===== src/rtl/vga_capture.sv =====
// Captures the top-left window of a DE-delimited pixel stream into a 15-bit framebuffer and measures the active resolution.
// Latency: a write strobe follows its qualifying pixel sample by 1 clk; frame results appear 1 clk after the vsync fall.
// No backpressure: the video source is free-running, so every qualifying sample is written unconditionally.
module vga_capture #(
    parameter int CAP_W  = 240,
    parameter int CAP_H  = 160,
    parameter int ADDR_W = 16,
    parameter int EXP_H  = 640,
    parameter int EXP_V  = 480
) (
    input  logic              i_clock50,
    input  logic              i_reset_n,
    input  logic              i_ce25,
    input  logic              i_hsync,
    input  logic              i_vsync,
    input  logic              i_dataEnable,
    input  logic [23:0]       i_RGBchannel,
    output logic              o_wren,
    output logic [ADDR_W-1:0] o_wraddr,
    output logic [14:0]       o_wrdata,
    output logic              o_frameDone,
    output logic              o_locked,
    output logic [9:0]        o_hActive,
    output logic [9:0]        o_vActive,
    output logic              o_error
);

    localparam logic [9:0]        CAP_W_L   = 10'(CAP_W);
    localparam logic [9:0]        CAP_H_L   = 10'(CAP_H);
    localparam logic [9:0]        EXP_H_L   = 10'(EXP_H);
    localparam logic [9:0]        EXP_V_L   = 10'(EXP_V);
    localparam logic [9:0]        CNT_MAX   = 10'd1023;
    localparam logic [ADDR_W-1:0] LINE_STEP = ADDR_W'(CAP_W);

    typedef enum logic [1:0] {
        ST_IDLE   = 2'd0,
        ST_VSYNC  = 2'd1,
        ST_ACTIVE = 2'd2
    } state_t;

    state_t            state;
    logic              prev_vsync;
    logic              prev_de;
    logic [9:0]        x_cnt;
    logic [9:0]        y_cnt;
    logic [9:0]        line_w;
    logic [ADDR_W-1:0] line_base;
    logic [1:0]        match_cnt;

    logic              vs_fall;
    logic              vs_rise;
    logic              de_fall;
    logic              line_end;
    logic [9:0]        y_inc;
    logic [9:0]        y_eof;
    logic [9:0]        w_eof;
    logic              frame_match;
    logic [1:0]        match_nxt;

    // hsync carries no addressing information and the low colour bits are dropped by the 5-bit packing
    logic unused_inputs;
    assign unused_inputs = ^{i_hsync, i_RGBchannel[18:16], i_RGBchannel[10:8], i_RGBchannel[2:0]};

    // Edge detection and end-of-frame figures; a line ending on the vsync-fall sample is folded in first
    always_comb begin
        vs_fall     = prev_vsync & ~i_vsync;
        vs_rise     = ~prev_vsync & i_vsync;
        de_fall     = prev_de & ~i_dataEnable;
        line_end    = (state == ST_ACTIVE) && de_fall;
        y_inc       = (y_cnt == CNT_MAX) ? y_cnt : y_cnt + 10'd1;
        y_eof       = line_end ? y_inc : y_cnt;
        w_eof       = line_end ? x_cnt : line_w;
        frame_match = (y_eof == EXP_V_L) && (w_eof == EXP_H_L);
        match_nxt   = 2'd0;
        if (frame_match) begin
            match_nxt = (match_cnt == 2'd2) ? 2'd2 : match_cnt + 2'd1;
        end
    end

    // Capture FSM: frame sync, pixel write-out, line/frame measurement and lock tracking
    always_ff @(posedge i_clock50 or negedge i_reset_n) begin
        if (!i_reset_n) begin
            state       <= ST_IDLE;
            prev_vsync  <= 1'b1;
            prev_de     <= 1'b0;
            x_cnt       <= '0;
            y_cnt       <= '0;
            line_w      <= '0;
            line_base   <= '0;
            match_cnt   <= '0;
            o_wren      <= 1'b0;
            o_wraddr    <= '0;
            o_wrdata    <= '0;
            o_frameDone <= 1'b0;
            o_locked    <= 1'b0;
            o_hActive   <= '0;
            o_vActive   <= '0;
            o_error     <= 1'b0;
        end else begin
            o_wren      <= 1'b0;
            o_frameDone <= 1'b0;
            if (i_ce25) begin
                prev_vsync <= i_vsync;
                prev_de    <= i_dataEnable;
                if (i_dataEnable && !i_vsync) begin
                    o_error <= 1'b1;
                end
                case (state)
                    ST_IDLE: begin
                        if (vs_fall) begin
                            state     <= ST_VSYNC;
                            x_cnt     <= '0;
                            y_cnt     <= '0;
                            line_base <= '0;
                        end
                    end
                    ST_VSYNC: begin
                        if (vs_rise) begin
                            state <= ST_ACTIVE;
                        end
                    end
                    ST_ACTIVE: begin
                        if (i_dataEnable && i_vsync) begin
                            if ((x_cnt < CAP_W_L) && (y_cnt < CAP_H_L)) begin
                                o_wren   <= 1'b1;
                                o_wraddr <= line_base + ADDR_W'(x_cnt);
                                o_wrdata <= {i_RGBchannel[7:3], i_RGBchannel[15:11], i_RGBchannel[23:19]};
                            end
                            if (x_cnt != CNT_MAX) begin
                                x_cnt <= x_cnt + 10'd1;
                            end
                        end
                        if (de_fall) begin
                            y_cnt  <= y_inc;
                            line_w <= x_cnt;
                            x_cnt  <= '0;
                            if (y_cnt < CAP_H_L) begin
                                line_base <= line_base + LINE_STEP;
                            end
                        end
                        // frame end overrides the line-end counter updates made above
                        if (vs_fall) begin
                            state       <= ST_VSYNC;
                            o_vActive   <= y_eof;
                            o_hActive   <= w_eof;
                            o_frameDone <= 1'b1;
                            match_cnt   <= match_nxt;
                            o_locked    <= (match_nxt == 2'd2);
                            x_cnt       <= '0;
                            y_cnt       <= '0;
                            line_base   <= '0;
                        end
                    end
                    default: state <= ST_IDLE;
                endcase
            end
        end
    end

endmodule


===== config.mk =====
export PLATFORM = sky130hd
export DESIGN_NAME = vga_capture
export DESIGN_NICKNAME = d
export VERILOG_FILES = /design/src/rtl/vga_capture.sv
export SDC_FILE = /design/constraint.sdc
export NUM_CORES = 1
export LEC_CHECK = 0
export BUFFER_PORTS_ARGS = -buffer_cell sky130_fd_sc_hd__buf_2
export CORE_UTILIZATION = 28
export DETAILED_ROUTE_END_ITERATION = 8
export RECOVER_POWER = 25
export SLEW_MARGIN = 20
export SYNTH_ARGS = -nofsm -noshare
export SYNTH_HDL_FRONTEND = slang
export SYNTH_SLANG_ARGS = --single-unit

===== constraint.sdc =====
create_clock -name i_clock50 -period 2.8 [get_ports i_clock50]
set_input_delay 0.14 -clock i_clock50 [delete_from_list [all_inputs] [get_ports i_clock50]]
set_output_delay 0.14 -clock i_clock50 [all_outputs]
set_load 0.02 [all_outputs]

# ---- Yosys cells after proc, flatten, opt, wreduce, memory -nomap -nowiden
# Cells that the tools add are included.
dict set report totals {
  register_bits 107
  latchBits 0
  ram_bits 0
  mem_bits_ro 0
  inputBits 30
  output_inout_bits 55
  wordCells 90
  memories 0
}
dict set report op_classes {
  addsub 5
  multipliers 0
  n_div 0
  order_cmp 2
  n_eq_ne 15
  shifts 0
  mux 29
  bitwise_logic 6
  n_reduce_logical 17
}
# op n
set op_table {}
lappend op_table {{$mux 10} 10}
lappend op_table {{$mux 16} 4}
lappend op_table {{$pmux 10 s2} 2}
lappend op_table {{$pmux 16 s2} 1}
lappend op_table {{$add 10x1->10 const B} 2}
lappend op_table {{$eq 10x10->1 const B} 2}
lappend op_table {{$lt 10x8->1 const B} 2}
lappend op_table {{$add 16x10->16} 1}
lappend op_table {{$add 16x8->16 const B} 1}
lappend op_table {{$eq 10x9->1 const B} 1}
lappend op_table {{$ne 10x10->1 const B} 1}
lappend op_table {{$reduce_and 5->1} 2}
lappend op_table {{$reduce_and 3->1} 3}
lappend op_table {{$mux 2} 4}
lappend op_table {{$ne 4x3->1 const B} 2}
lappend op_table {{$reduce_and 4->1} 2}
lappend op_table {{$mux 1} 7}
lappend op_table {{$eq 2x2->1 const B} 3}
lappend op_table {{$logic_and 1x1->1} 5}
lappend op_table {{$ne 2x2->1 const B} 2}
lappend op_table {{$pmux 2 s2} 1}
lappend op_table {{$and 1x1->1} 3}
lappend op_table {{$ne 3x2->1 const B} 1}
lappend op_table {{$ne 3x3->1 const B} 1}
lappend op_table {{other kinds (9)} 11}

# ---- Logic depth before layout (Yosys ltp)
dict set report logic_depth {
  word_depth 8
  depth_mapped 8
  ltp_nobuf 7
}

# ---- Worst setup path after synthesis
# Ideal clock, no wire load.
dict set report synth_path {
  path_type {flip-flop to flip-flop}
  from {register y_cnt[1]}
  to {register o_locked}
  setup_ns 0.077
  arrival_time_ns 1.991
  required_time_ns 2.723
  slack_ns 0.733
  path_stages_with_launch 8
  n_path_buf 0
  period_less_slack_ns 2.067
  cell_sequence {dfrtp_1 > ha_1 > nand3_2 > or4_1 > a211o_1 > a21oi_1 > nand4_1 > o21ai_1}
}
dict set report synth_between {
  elab_chain_cells 7
  elab_cells_between_ends 8
  cone_classes {add/sub (1); eq/ne (3); mux (3); reduce/logical (1)}
}
# item line
set synth_rtl {}
lappend synth_rtl {{from (decl)} 45} ;# logic [9:0] y_cnt;
lappend synth_rtl {{from (signal assigned)} 134} ;# y_cnt <= y_inc;
lappend synth_rtl {{$add 10x1->10 / $eq 10x10->1 (equally long branches)} 70} ;# y_inc = (y_cnt == CNT_MAX) ? y_cnt : y_cnt + 10'd1;
lappend synth_rtl {{$mux 10} 70}
lappend synth_rtl {{$mux 10 (*)} 71} ;# y_eof = line_end ? y_inc : y_cnt;
lappend synth_rtl {{$eq 10x9->1 (*)} 73} ;# frame_match = (y_eof == EXP_V_L) && (w_eof == EXP_H_L);
lappend synth_rtl {{$logic_and 1x1->1 (*)} 73}
lappend synth_rtl {{$mux 2 (*)} 75} ;# if (frame_match) begin
lappend synth_rtl {{$eq 2x2->1 (*)} 148} ;# o_locked <= (match_nxt == 2'd2);
lappend synth_rtl {{to (signal assigned)} 148}
lappend synth_rtl {{to (decl)} 22} ;# output logic o_locked,
# Mark *: on every way between the ends. The rest lies on a longest branch, timed or not.
# A chain may end at the register's enable or synchronous reset.

# ---- Worst setup path after layout
dict set report layout_path {
  from {register y_cnt[0]}
  to {register o_locked}
}
# The elaborated chain is that of the path after synthesis.

==> impl.org <==
** Final layout
- In the final layout, the multi-input gates occupy 0.00234 sq mm.
- After filler insertion, the fill cell instance count of the layout stands at 1790.
- Leaving out fill and tap cells, the most frequent cells in the layout are nand2_1 (128), dfrtp_1 (102), buf_2 (73), nor2_1 (53), a21oi_1 (26).
- Share of final-layout standard cells stronger than drive strength 1 :: 0.199
- The library cell used most frequently in the layout, excluding fill and tap cells, is nand2_1.
- After the last flow step, the layout net total stands at 684.
- Area added between synthesis and finish :: 21.8%
- Antenna diode instance count :: 0
- For this run, the share of the core covered by cells in the final layout is 0.354.
- Sequential cell area :: 0.00258 sq mm

** Power
- Max VDD drop :: 0.000329 V
- Leakage power :: 2.94 nW
- Dividing total power by cell area gives a power density of 768 mW/mm^2.

** CTS
- The root buffer cell chosen for the clock tree is clkbuf_16.
- Number of buffers on the longest clock path :: 2
- Post-CTS setup-driven buffer insertion count :: 0
- TritonCTS built the clock tree.
- The number of hold buffers added after CTS was 16.
- After clock tree synthesis, the repair step resized 0 gates.
- In this run the number of H-tree levels came out at 3.
- Number of clock sinks :: 103
- Number of buffers created by CTS :: 9
- Clock latency on the worst-skew pair, taken at its later pin, is 0.35 ns.
- Clock-pin slew was measured on the worst setup and hold paths at 0.07 ns.

** Flow run
- Max Cap Viol :: 1

** Worst setup path
- Required time at the worst-slack endpoint :: 3.07 ns
- Together, buffers and inverters on the worst path number 0.
- STA puts the critical path data arrival time at 2.70 ns.
- Along the worst path, the maximum fanout reaches 9.
- Slowest cell delay on critical path :: 0.59 ns
- Setup CP Type :: reg2reg
- The worst setup path is launched from a register.
- Crit-path slowest cell :: or4_1
- Crit-path cells :: ha_1, nand3_2, or4_1, a211o_1, a21oi_1, nand4_1, o21ai_1
- Grouping stages by cell kind, the critical path spends the most delay in simple AND/OR/NAND/NOR gates.
- Capturing element type of the critical path :: register

** Yosys
- The netlist uses 53 different library cells.
- The cell area that synthesis handed to floorplanning was 0.00509 sq mm.
- Post-synthesis sequential area ratio :: 0.507
- Flip-flop cell with the highest count after synthesis :: dfrtp_1
- In this run, synthesis produced a sequential element count of 103.
- Counting flops with a built-in enable in the synthesized netlist gives 0.
- After synthesis, the mean cell area works out to 9.12 sq um.
- Synthesis produced 558 cells.
- Share of flip-flops with an asynchronous set or reset after synthesis :: 1.00
- Syn nets :: 598
- Synth warnings :: 0

** Floorplan
- Area of the core region :: 0.0175 sq mm
- Starting density of the core :: 0.290
- X dimension of the die :: 137 um
- In this run the vertical extent of the chip is 137 um.
- During I/O placement, the number of pins put on the boundary was 85.
- Die Area :: 0.0187 sq mm
- Row generation in the floorplan step produced 48 rows.

** STA
- For the pin with the worst max-slew slack, the measured transition is 1.68 ns.
- Final worst-path cycle share :: 0.867
- Final total negative setup slack :: 0 ns
- Final setup fails :: 0
- The worst pin sits at a relative slew slack of -0.121.
- Unrepaired setup endpoints after global routing :: no
- The final hold violation count was 0.
- Count of final max-slew check failures :: 29
- Peak Freq :: 412 MHz
- For the final database, setup skew stands at 0.00956 ns.
- Final critical delay including setup and external delays :: 2.43 ns

** Routing
- Antenna violation net count after detailed routing :: 0
- The first routing iteration left 289 violations.
- The first TritonRoute pass finished after 4 iterations.
- The routed layout has 4116 vias.
- Post-route DRC :: 0
- Total length of routed wires :: 11700 um
- After detailed routing, the average wire length per cell comes to 13.4 um.
- Routed vias/inst :: 4.71

** Hold path
- Worst min-delay path class :: in2reg

** Outcome
- Status :: complete, but fails checks
- Failing checks :: capacitance limit, slew limit

** Global route
- Entering global routing, the biggest net connects 52 pins.
- Summed over all layers, the global routing overflow is 0.
- The initial antenna violation count is 0.
- Vias in the first global route :: 3854
- Global-route wire length before repair :: 19500 um
- Overall global routing resource usage :: 0.133

** Placed design
- Hpwl dp :: 8030 um
- RePlAce Congestion :: 0.853
- Number of I/O port buffers :: 74
[layer usage]
metal / wire length, um / vias up / GRT usage / share of wire
li1: - / 2090 / - / -
met1: 5750 / 1926 / 0.184 / 0.49
met2: 5340 / 90 / 0.207 / 0.45
met3: 455 / 10 / 0.0233 / 0.039
met4: 189 / 0 / 0.0495 / 0.016
met5: 0 / - / 0 / 0
[where the power goes]
group          switching, W  total, W  leakage (nW)  internal, W
combinational      0.000902   0.00143          1.42     0.000531
clock              0.000552   0.00127         0.146     0.000718
sequential         0.000235   0.00206          1.37      0.00183
[registers in the layout, summed over array words and instances, names as in the netlist]
register,count
line_base,12
line_w,10
match_cnt,2
o_error,1
o_frameDone,1
o_hActive,10
o_locked,1
o_vActive,10
o_wraddr,16
o_wrdata,15
o_wren,1
prev_de,1
prev_vsync,1
state,2
x_cnt,10
y_cnt,10
[through the flow]
step	std cells	instance area, sq um	setup WS [ns]	total power, W	hold WS [ns]
after floorplan	558	5090	0.733	0.00302	-0.156
after global placement	842	5750	0.457	0.00350	0.102
after detailed placement	842	5750	0.396	0.00353	0.100
after CTS	874	6210	0.402	0.00484	0.153
after global routing	874	6200	0.191	0.00510	0.170
final	874	6200	0.371	0.00476	0.170
[path summary, 6_finish.rpt]
check / from / end / slack (ns) / cells past startpoint
min in group asynchronous: i_reset_n / o_vActive[7] / 0.76 / 2
worst min register to register: o_wrdata[10] / o_wrdata[10] / 0.46 / 2
worst min-delay path: i_dataEnable / o_error / 0.17 / 2
max in group asynchronous: i_reset_n / o_wrdata[13] / 0.89 / 3
worst max-delay path: y_cnt[0] / o_locked / 0.37 / 7
worst max register to register: y_cnt[0] / o_locked / 0.37 / 7
[synth_stat cells, drive strengths merged, types with 2 or more instances]
master / count / area (sq um)
inv: 12 / 45.0
a31oi: 17 / 106
buf: 18 / 88.8
mux2i: 3 / 30.0
ha: 10 / 125
xor2: 15 / 131
clkbuf: 12 / 46.3
nor4: 8 / 56.3
or4: 2 / 15.0
nor2b: 3 / 18.8
dfrtp: 102 / 2550
nor4bb: 3 / 30.0
xnor2: 15 / 131
nor3: 13 / 65.1
or2: 3 / 18.8
a21o: 3 / 22.5
o22ai: 3 / 18.8
o21ai: 29 / 145
a21oi: 26 / 130
nand4: 10 / 77.6
nand2b: 3 / 18.8
and2: 2 / 12.5
nor3b: 3 / 22.5
nand2: 129 / 487
and3: 6 / 37.5
nor2: 53 / 199
mux2: 14 / 158
o31ai: 3 / 22.5
nand3: 21 / 110
and4: 2 / 17.5
[cells by family after synthesis]
group                    synth area share
flip-flops                          0.507
XOR/XNOR                           0.0516
adder cells (fa/ha/maj)            0.0246
buffers and inverters              0.0354
AND/OR/NAND/NOR                     0.241
multiplexers                       0.0369
AO/OA/AOI/OAI                       0.104
[final cells by class]
cell class / instances / area share
Clock inverter: 5 / 0.00908
Sequential cell: 103 / 0.416
Timing Repair Buffer: 105 / 0.105
Multi-Input combinational cell: 413 / 0.378
Clock buffer: 11 / 0.0391
Inverter: 12 / 0.00726
Tap cell: 225 / 0.0454
(Power assumes the default switching activity.)
